$ cat src/rtl/corr_frame_sched_if.sv
// -----------------------------------------------------------------------------
// corr_frame_sched_if
// Pipeline-facing bundle between the frame scheduler and the direct-
// correspondence pipeline (Idx2Cloud -> TransMat -> Proj) plus frame memory.
//   master : driven by corr_frame_sched
//            o_rd_en, o_rd_addr     frame memory read request
//            o_valid, o_frame_start,
//            o_frame_end            pixel sideband aligned to read data
//            o_pose                 active pose, 12 entries of POSE_BW bits
//            i_corr_frame_end       (input) pipeline end-of-frame loopback
//   slave  : the pipeline / memory side, mirror image of master
// -----------------------------------------------------------------------------
interface corr_frame_sched_if #(
    parameter int ADDR_BW = 19,
    parameter int POSE_BW = 32
);
    logic                         o_rd_en;
    logic [ADDR_BW-1:0]           o_rd_addr;
    logic                         o_valid;
    logic                         o_frame_start;
    logic                         o_frame_end;
    logic [11:0][POSE_BW-1:0]     o_pose;
    logic                         i_corr_frame_end;

    modport master (
        output o_rd_en, o_rd_addr, o_valid, o_frame_start, o_frame_end, o_pose,
        input  i_corr_frame_end
    );

    modport slave (
        input  o_rd_en, o_rd_addr, o_valid, o_frame_start, o_frame_end, o_pose,
        output i_corr_frame_end
    );
endinterface

$ cat src/rtl/corr_frame_sched.sv
// -----------------------------------------------------------------------------
// corr_frame_sched
// Frame-level scheduler for the direct-correspondence pipeline. Walks one
// RGB-D frame out of frame memory in raster order, produces the valid /
// frame_start / frame_end sideband aligned to the read data, freezes the pose
// for the whole frame (shadow bank written any time, active bank loaded on an
// accepted start), then waits for the pipeline to drain and reports done or
// timeout.
// Ports:
//   i_clk, i_rst_n          clock, asynchronous active-low reset
//   i_start                 pulse: begin one frame
//   r_hsize, r_vsize        frame geometry, sampled on an accepted start
//   i_pose_we/idx/wdata     shadow pose write port (idx 12..15 ignored)
//   i_hold                  throttle: no read issued while high
//   pipe (master)           memory read request, sideband, pose, loopback
//   o_busy                  FSM not in IDLE
//   o_done                  1-cycle pulse: frame drained
//   o_err                   1-cycle pulse: rejected start or drain timeout
// -----------------------------------------------------------------------------
module corr_frame_sched #(
    parameter int ADDR_BW   = 19,
    parameter int RD_LAT    = 1,
    parameter int PIPE_LAT  = 12,
    parameter int TO_SLACK  = 8,
    parameter int H_SIZE_BW = 10,
    parameter int V_SIZE_BW = 9,
    parameter int POSE_BW   = 32
) (
    input  logic                 i_clk,
    input  logic                 i_rst_n,
    input  logic                 i_start,
    input  logic [H_SIZE_BW-1:0] r_hsize,
    input  logic [V_SIZE_BW-1:0] r_vsize,
    input  logic                 i_pose_we,
    input  logic [3:0]           i_pose_idx,
    input  logic [POSE_BW-1:0]   i_pose_wdata,
    input  logic                 i_hold,
    corr_frame_sched_if.master   pipe,
    output logic                 o_busy,
    output logic                 o_done,
    output logic                 o_err
);

    localparam int TO_LIMIT = RD_LAT + PIPE_LAT + TO_SLACK;
    localparam int TMR_BW   = $clog2(TO_LIMIT + 1);
    localparam int CNT_BW   = ADDR_BW + 1;
    localparam logic [CNT_BW-1:0] CNT_ONE = CNT_BW'(1);

    typedef enum logic [1:0] {
        IDLE  = 2'd0,
        ISSUE = 2'd1,
        DRAIN = 2'd2
    } state_t;

    typedef struct packed {
        logic issue;
        logic start;
        logic last;
    } sb_t;

    state_t                   state_q, state_d;
    logic [CNT_BW-1:0]        cnt_q, cnt_d;
    logic [CNT_BW-1:0]        total_q, total_d;
    logic [TMR_BW-1:0]        timer_q, timer_d;
    logic [11:0][POSE_BW-1:0] shadow_q, shadow_d;
    logic [11:0][POSE_BW-1:0] active_q, active_d;
    sb_t                      sb_q [RD_LAT];
    sb_t                      sb_d [RD_LAT];

    logic [CNT_BW-1:0]        start_total;
    logic                     rd_en;
    logic                     tag_start;
    logic                     tag_end;
    logic                     done;
    logic                     err;

    // Both operands widened first so the product is formed at full frame size.
    assign start_total = CNT_BW'(r_hsize) * CNT_BW'(r_vsize);

    // NOTE: every variable driven here gets a default before the case, so no
    // path leaves one unassigned and no latch is inferred.
    always_comb begin
        state_d   = state_q;
        cnt_d     = cnt_q;
        total_d   = total_q;
        timer_d   = timer_q;
        shadow_d  = shadow_q;
        active_d  = active_q;
        rd_en     = 1'b0;
        tag_start = 1'b0;
        tag_end   = 1'b0;
        done      = 1'b0;
        err       = 1'b0;

        if (i_pose_we && (i_pose_idx < 4'd12)) begin
            shadow_d[i_pose_idx] = i_pose_wdata;
        end

        unique case (state_q)
            IDLE: begin
                if (i_start) begin
                    if (start_total == '0) begin
                        err = 1'b1;
                    end else begin
                        total_d  = start_total;
                        cnt_d    = '0;
                        // shadow_q, not shadow_d: a same-cycle write is not
                        // part of this frame's pose.
                        active_d = shadow_q;
                        state_d  = ISSUE;
                    end
                end
            end

            ISSUE: begin
                err = i_start;
                if (!i_hold) begin
                    rd_en     = 1'b1;
                    tag_start = (cnt_q == '0);
                    tag_end   = (cnt_q == total_q - CNT_ONE);
                    if (tag_end) begin
                        cnt_d   = '0;
                        timer_d = '0;
                        state_d = DRAIN;
                    end else begin
                        cnt_d = cnt_q + CNT_ONE;
                    end
                end
            end

            DRAIN: begin
                err = i_start;
                if (pipe.i_corr_frame_end) begin
                    done    = 1'b1;
                    state_d = IDLE;
                end else if (timer_q == TMR_BW'(TO_LIMIT)) begin
                    err     = 1'b1;
                    state_d = IDLE;
                end else begin
                    timer_d = timer_q + TMR_BW'(1);
                end
            end

            default: state_d = IDLE;
        endcase
    end

    // Sideband delay line: stage 0 takes this cycle's issue tags, the last
    // stage lines up with the frame memory read data.
    always_comb begin
        sb_d[0].issue = rd_en;
        sb_d[0].start = tag_start;
        sb_d[0].last  = tag_end;
        for (int i = 1; i < RD_LAT; i++) begin
            sb_d[i] = sb_q[i-1];
        end
    end

    // NOTE: state uses non-blocking assignments so every flop samples the
    // pre-edge value of every other flop, independent of statement order.
    // NOTE: the pose banks are reset on purpose: the pipeline must see a zero
    // pose after reset, not whatever the registers powered up with.
    always_ff @(posedge i_clk or negedge i_rst_n) begin
        if (!i_rst_n) begin
            state_q  <= IDLE;
            cnt_q    <= '0;
            total_q  <= '0;
            timer_q  <= '0;
            shadow_q <= '0;
            active_q <= '0;
            for (int i = 0; i < RD_LAT; i++) begin
                sb_q[i] <= '0;
            end
        end else begin
            state_q  <= state_d;
            cnt_q    <= cnt_d;
            total_q  <= total_d;
            timer_q  <= timer_d;
            shadow_q <= shadow_d;
            active_q <= active_d;
            for (int i = 0; i < RD_LAT; i++) begin
                sb_q[i] <= sb_d[i];
            end
        end
    end

    assign pipe.o_rd_en       = rd_en;
    assign pipe.o_rd_addr     = cnt_q[ADDR_BW-1:0];
    assign pipe.o_valid       = sb_q[RD_LAT-1].issue;
    assign pipe.o_frame_start = sb_q[RD_LAT-1].start;
    assign pipe.o_frame_end   = sb_q[RD_LAT-1].last;
    assign pipe.o_pose        = active_q;

    assign o_busy = (state_q != IDLE);
    assign o_done = done;
    assign o_err  = err;

endmodule

$ cat src/flat_wrapper.sv
// flat-port wrapper written by rule: the top's interface ports become plain ports
module corr_frame_sched_flat 
#(
    parameter int ADDR_BW   = 19,
    parameter int RD_LAT    = 1,
    parameter int PIPE_LAT  = 12,
    parameter int TO_SLACK  = 8,
    parameter int H_SIZE_BW = 10,
    parameter int V_SIZE_BW = 9,
    parameter int POSE_BW   = 32
)
  (i_clk, i_rst_n, i_start, r_hsize, r_vsize, i_pose_we, i_pose_idx, i_pose_wdata, i_hold, o_busy, o_done, o_err, pipe_o_rd_en, pipe_o_rd_addr, pipe_o_valid, pipe_o_frame_start, pipe_o_frame_end, pipe_o_pose, pipe_i_corr_frame_end);
  corr_frame_sched_if #(.ADDR_BW(ADDR_BW), .POSE_BW(POSE_BW)) pipe_i ();
  input  logic i_clk;
  input  logic i_rst_n;
  input  logic i_start;
  input  logic [H_SIZE_BW-1:0] r_hsize;
  input  logic [V_SIZE_BW-1:0] r_vsize;
  input  logic i_pose_we;
  input  logic [3:0] i_pose_idx;
  input  logic [POSE_BW-1:0] i_pose_wdata;
  input  logic i_hold;
  output logic o_busy;
  output logic o_done;
  output logic o_err;
  output wire logic [$bits(pipe_i.o_rd_en)-1:0] pipe_o_rd_en;
  output wire logic [$bits(pipe_i.o_rd_addr)-1:0] pipe_o_rd_addr;
  output wire logic [$bits(pipe_i.o_valid)-1:0] pipe_o_valid;
  output wire logic [$bits(pipe_i.o_frame_start)-1:0] pipe_o_frame_start;
  output wire logic [$bits(pipe_i.o_frame_end)-1:0] pipe_o_frame_end;
  output wire logic [$bits(pipe_i.o_pose)-1:0] pipe_o_pose;
  input wire logic [$bits(pipe_i.i_corr_frame_end)-1:0] pipe_i_corr_frame_end;
  assign pipe_o_rd_en = pipe_i.o_rd_en;
  assign pipe_o_rd_addr = pipe_i.o_rd_addr;
  assign pipe_o_valid = pipe_i.o_valid;
  assign pipe_o_frame_start = pipe_i.o_frame_start;
  assign pipe_o_frame_end = pipe_i.o_frame_end;
  assign pipe_o_pose = pipe_i.o_pose;
  assign pipe_i.i_corr_frame_end = pipe_i_corr_frame_end;
  corr_frame_sched #(.ADDR_BW(ADDR_BW), .RD_LAT(RD_LAT), .PIPE_LAT(PIPE_LAT), .TO_SLACK(TO_SLACK), .H_SIZE_BW(H_SIZE_BW), .V_SIZE_BW(V_SIZE_BW), .POSE_BW(POSE_BW)) u_core (.i_clk(i_clk), .i_rst_n(i_rst_n), .i_start(i_start), .r_hsize(r_hsize), .r_vsize(r_vsize), .i_pose_we(i_pose_we), .i_pose_idx(i_pose_idx), .i_pose_wdata(i_pose_wdata), .i_hold(i_hold), .pipe(pipe_i), .o_busy(o_busy), .o_done(o_done), .o_err(o_err));
endmodule
$ cat config.mk
export PLATFORM = sky130hd
export DESIGN_NAME = corr_frame_sched_flat
export DESIGN_NICKNAME = d
export VERILOG_FILES = /design/src/rtl/corr_frame_sched_if.sv /design/src/rtl/corr_frame_sched.sv /design/src/flat_wrapper.sv
export SDC_FILE = /design/constraint.sdc
export NUM_CORES = 1
export LEC_CHECK = 0
export CORE_MARGIN = 5
export CORE_UTILIZATION = 30
export CTS_CLUSTER_DIAMETER = 80
export DETAILED_ROUTE_END_ITERATION = 8
export PLACE_DENSITY_LB_ADDON = 0.25
export RECOVER_POWER = 25
export SLEW_MARGIN = 20
export SYNTH_ARGS = -nofsm -noshare
export SYNTH_HDL_FRONTEND = slang
export SYNTH_SLANG_ARGS = --single-unit
$ cat constraint.sdc
create_clock -name i_clk -period 22.6 [get_ports i_clk]
set_input_delay 4.52 -clock i_clk [delete_from_list [all_inputs] [get_ports i_clk]]
set_output_delay 4.52 -clock i_clk [all_outputs]
set_load 0.05 [all_outputs]
==> impl_metrics.tcl <==
set metrics [dict create \
    routedWlPerCell_um 21.5 \
    yosysSeqAreaShare_pct 58.2 \
    final_common_cell "dfrtp_1" \
    clk_pin_slew_worst_paths_ps 60 \
    clock_sinks 817 \
    port_buffers 470 \
    r2r_cells 6 \
    critPathArrivalTime_ps 14820 \
    drc 0 \
    ys.flop_type "dfrtp_1" \
    required_ps 21360 \
    synth_area_leader_cell "dfrtp_1" \
    grt_max_degree 168 \
    crit_path_max_incr_delay_ps 5870 \
    gp_congestion 0.802 \
    hpwl_um 64800 \
    clk_latency_ps 680 \
    path_buf_inv 2 \
    crit_end "u_core.pipe.o_pose[225]" \
    cp_top_family "buffers and inverters" \
    cts_setup_buffers 0 \
    fin_crit_sh_pct 71.1 \
    min_period_ps 16060 \
    std_cell_rows 125 \
    criticalPathCategory "input port to asynchronous set/reset pin" \
    p_total_w 0.00678 \
    cts_made_buffers 93 \
    synth_seq_cells 817 \
    initial_core_util_pct 30.2 \
    htree_levels 3 \
    yosys_warnings 0 \
    ios 471 \
    synth_compound_area_share_pct 1.65 \
    die_h_um 352 \
    die-area_mm2 0.124 \
    final_cell_mix "dfrtp_1, clkdlybuf4s50_1, mux2_2, mux2_1, inv_1" \
    maxCapViolations 3 \
    crit_path_start "i_rst_n" \
    drive_gt1_share_pct 20.4 \
    core-area_mm2 0.116 \
    cp_max_fo 155 \
    muxShareOfSynthArea_pct 25.4 \
    cp_cell_sequence "clkbuf_1 > clkbuf_1" \
    fin_setup_tns_ps 0 \
    crit_path_top_delay_cell "clkbuf_1" \
    ff_latch_area_mm2 0.0204 \
    post_cts_resized 0 \
    synthTopCellsByArea "dfrtp_1, mux2_2, mux2_1, fa_1, ha_1" \
    busiest_layer "met2" \
    synthAdderAreaFrac_pct 4.82 \
    cp-end-kind "asynchronous set/reset pin" \
    synth_top_area_share_pct 58.2 \
    synth_edf_count 0 \
    slew_viol_final 354 \
    max_slew.worst_pin.slew_ps 7920 \
    grtUsageMet2_pct 25.4 \
    via_per_inst 4.72 \
    slew_headroom_pct -428 \
    antenna_found_initial 3 \
    setup_violations 0 \
    status "finished with violations" \
    r2r_slack_ps 18690 \
    multi_input_area_mm2 0.0133 \
    failed_checks "max-capacitance violations, max-slew violations" \
    synthCells 2433 \
    async_reset_ff_share_pct 100 \
    r2r-end "u_core.pipe.o_pose[15]" \
    die_width_um 352 \
    drt_iter0_drc 817 \
    synth_xor_area_share_pct 1.17 \
    p_leak_nw 19.5 \
    grt_pass1_wl_um 147000 \
    whs_ps 468 \
    layout.nets 3008 \
    fmax_mhz 62.3 \
    tritoncts "yes" \
    root_buffer "clkbuf_16" \
    grt_usage_pct 15.4 \
    fillers 11000 \
    overflow 0 \
    syn-num-nets 2595 \
    crit_cells 2 \
    r2r-start "u_core.state_q[1]" \
    start_kind "input port" \
    hold_violations 0 \
    rsz0062_at_grt "false" \
    cts_buffer_depth 3 \
    antenna_left 0 \
    skew_ps 49.3 \
    drt_pass1_iterations 4 \
    syn2layout_area_growth_pct 25.7 \
    grt_use_met3_pct 5.11 \
    yosys.area_share.simple_pct 4.63 \
    synth_top_family_by_area "multiplexers" \
    hp-class "register to register" \
    grt_pass1_vias 23000 \
    routed_wl_um 95600 \
    syn_area_mm2 0.0351 \
    met1_usage_pct 19.3 \
    via_count 21000 \
    vdd_drop_max_mv 0.0854 \
    ctsHoldBuffers 0 \
    avgSynthCellArea_um2 14.4 \
    pwr_density_cell_mw_per_mm2 154 \
    synth.distinct_cells 66 \
    cpMostUsedCell "clkbuf_1" \
]
==> flip-flops by register name, indices dropped and copies added, names as in the netlist <==
signal	cells
u_core.pipe.o_valid	1
u_core.total_q	19
u_core.timer_q	5
u_core.shadow_q	384
u_core.pipe.o_frame_end	1
u_core.state_q	2
u_core.pipe.o_frame_start	1
u_core.pipe.o_pose	384
u_core.cnt_q	20
==> metrics by stage <==
step | cell area [µm²] | worst slack [ps] | utilization [%] | std cells
2_1_floorplan | 35100 | 8420 | - | 2433
3_3_place_gp | 41000 | 7170 | 35.3 | 4274
3_5_place_dp | 41000 | 7050 | 35.3 | 4274
4_1_cts | 44100 | 7040 | 38.0 | 4439
5_1_grt | 44100 | 3580 | 38.0 | 4440
6_report | 44100 | 6540 | 38.0 | 4443
==> kinds of logic (layout without fill, tap and decap cells) <==
kind of cell             after synthesis  in the layout
adder cells (fa/ha/maj)              101            101
buffers and inverters                289            772
flip-flops                           817            817
AO/OA/AOI/OAI                         89             89
XOR/XNOR                              47             47
AND/OR/NAND/NOR                      295            295
multiplexers                         795            795
other                                  0              3
==> routing by layer <==
| layer | routed length [µm] | share of wire (%) |
|---|---|---|
| met1 | 40300 | 42 |
| met2 | 45900 | 48 |
| met3 | 7060 | 7.4 |
| met4 | 2370 | 2.5 |
| met5 | 0 | 0 |
==> Yosys cell counts (5+ instances only) <==
cell	count
and3_1	10
buf_4	23
nor2b_1	6
nor4_1	12
or3_1	6
mux2i_1	13
xor2_1	22
buf_6	31
buf_1	18
nor3_1	26
fa_1	57
o21ai_0	16
dfrtp_1	817
o211ai_1	5
clkbuf_1	88
and4_1	7
and2_1	41
inv_1	112
nand4_1	18
buf_2	15
mux2_2	407
ha_1	44
a21o_1	7
nand3_1	19
nand2b_1	9
xnor2_1	25
mux2_1	375
a21oi_1	27
nor2_1	33
nand2_1	79
==> power by group <==
part	internal [W]	switching (W)
clock network	0.000891	0.000619
registers	0.00198	0.000311
logic	0.00104	0.00193
total	0.00391	0.00286
==> cell type report <==
type / instances / share of cell area [%]
Tap cell: 1524 / 4.32
Antenna cell: 3 / 0.0170
Inverter: 113 / 0.961
Timing Repair Buffer: 494 / 11.2
Sequential cell: 817 / 46.3
Clock buffer: 131 / 5.98
Multi-Input combinational cell: 1327 / 30.1
Clock inverter: 34 / 1.10
==> worst min path at each step <==
stage                              start                 endpoint  slack (ps)  cells past startpoint
floorplan            u_core.shadow_q[85]   u_core.pipe.o_pose[85]         460                      1
global placement    u_core.shadow_q[149]  u_core.pipe.o_pose[149]         470                      1
detailed placement  u_core.shadow_q[143]  u_core.pipe.o_pose[143]         470                      1
CTS                 u_core.shadow_q[138]  u_core.pipe.o_pose[138]         460                      1
global route        u_core.shadow_q[138]  u_core.pipe.o_pose[138]         500                      1
finish              u_core.shadow_q[138]  u_core.pipe.o_pose[138]         470                      1
Power figures use the tool's default switching activity.
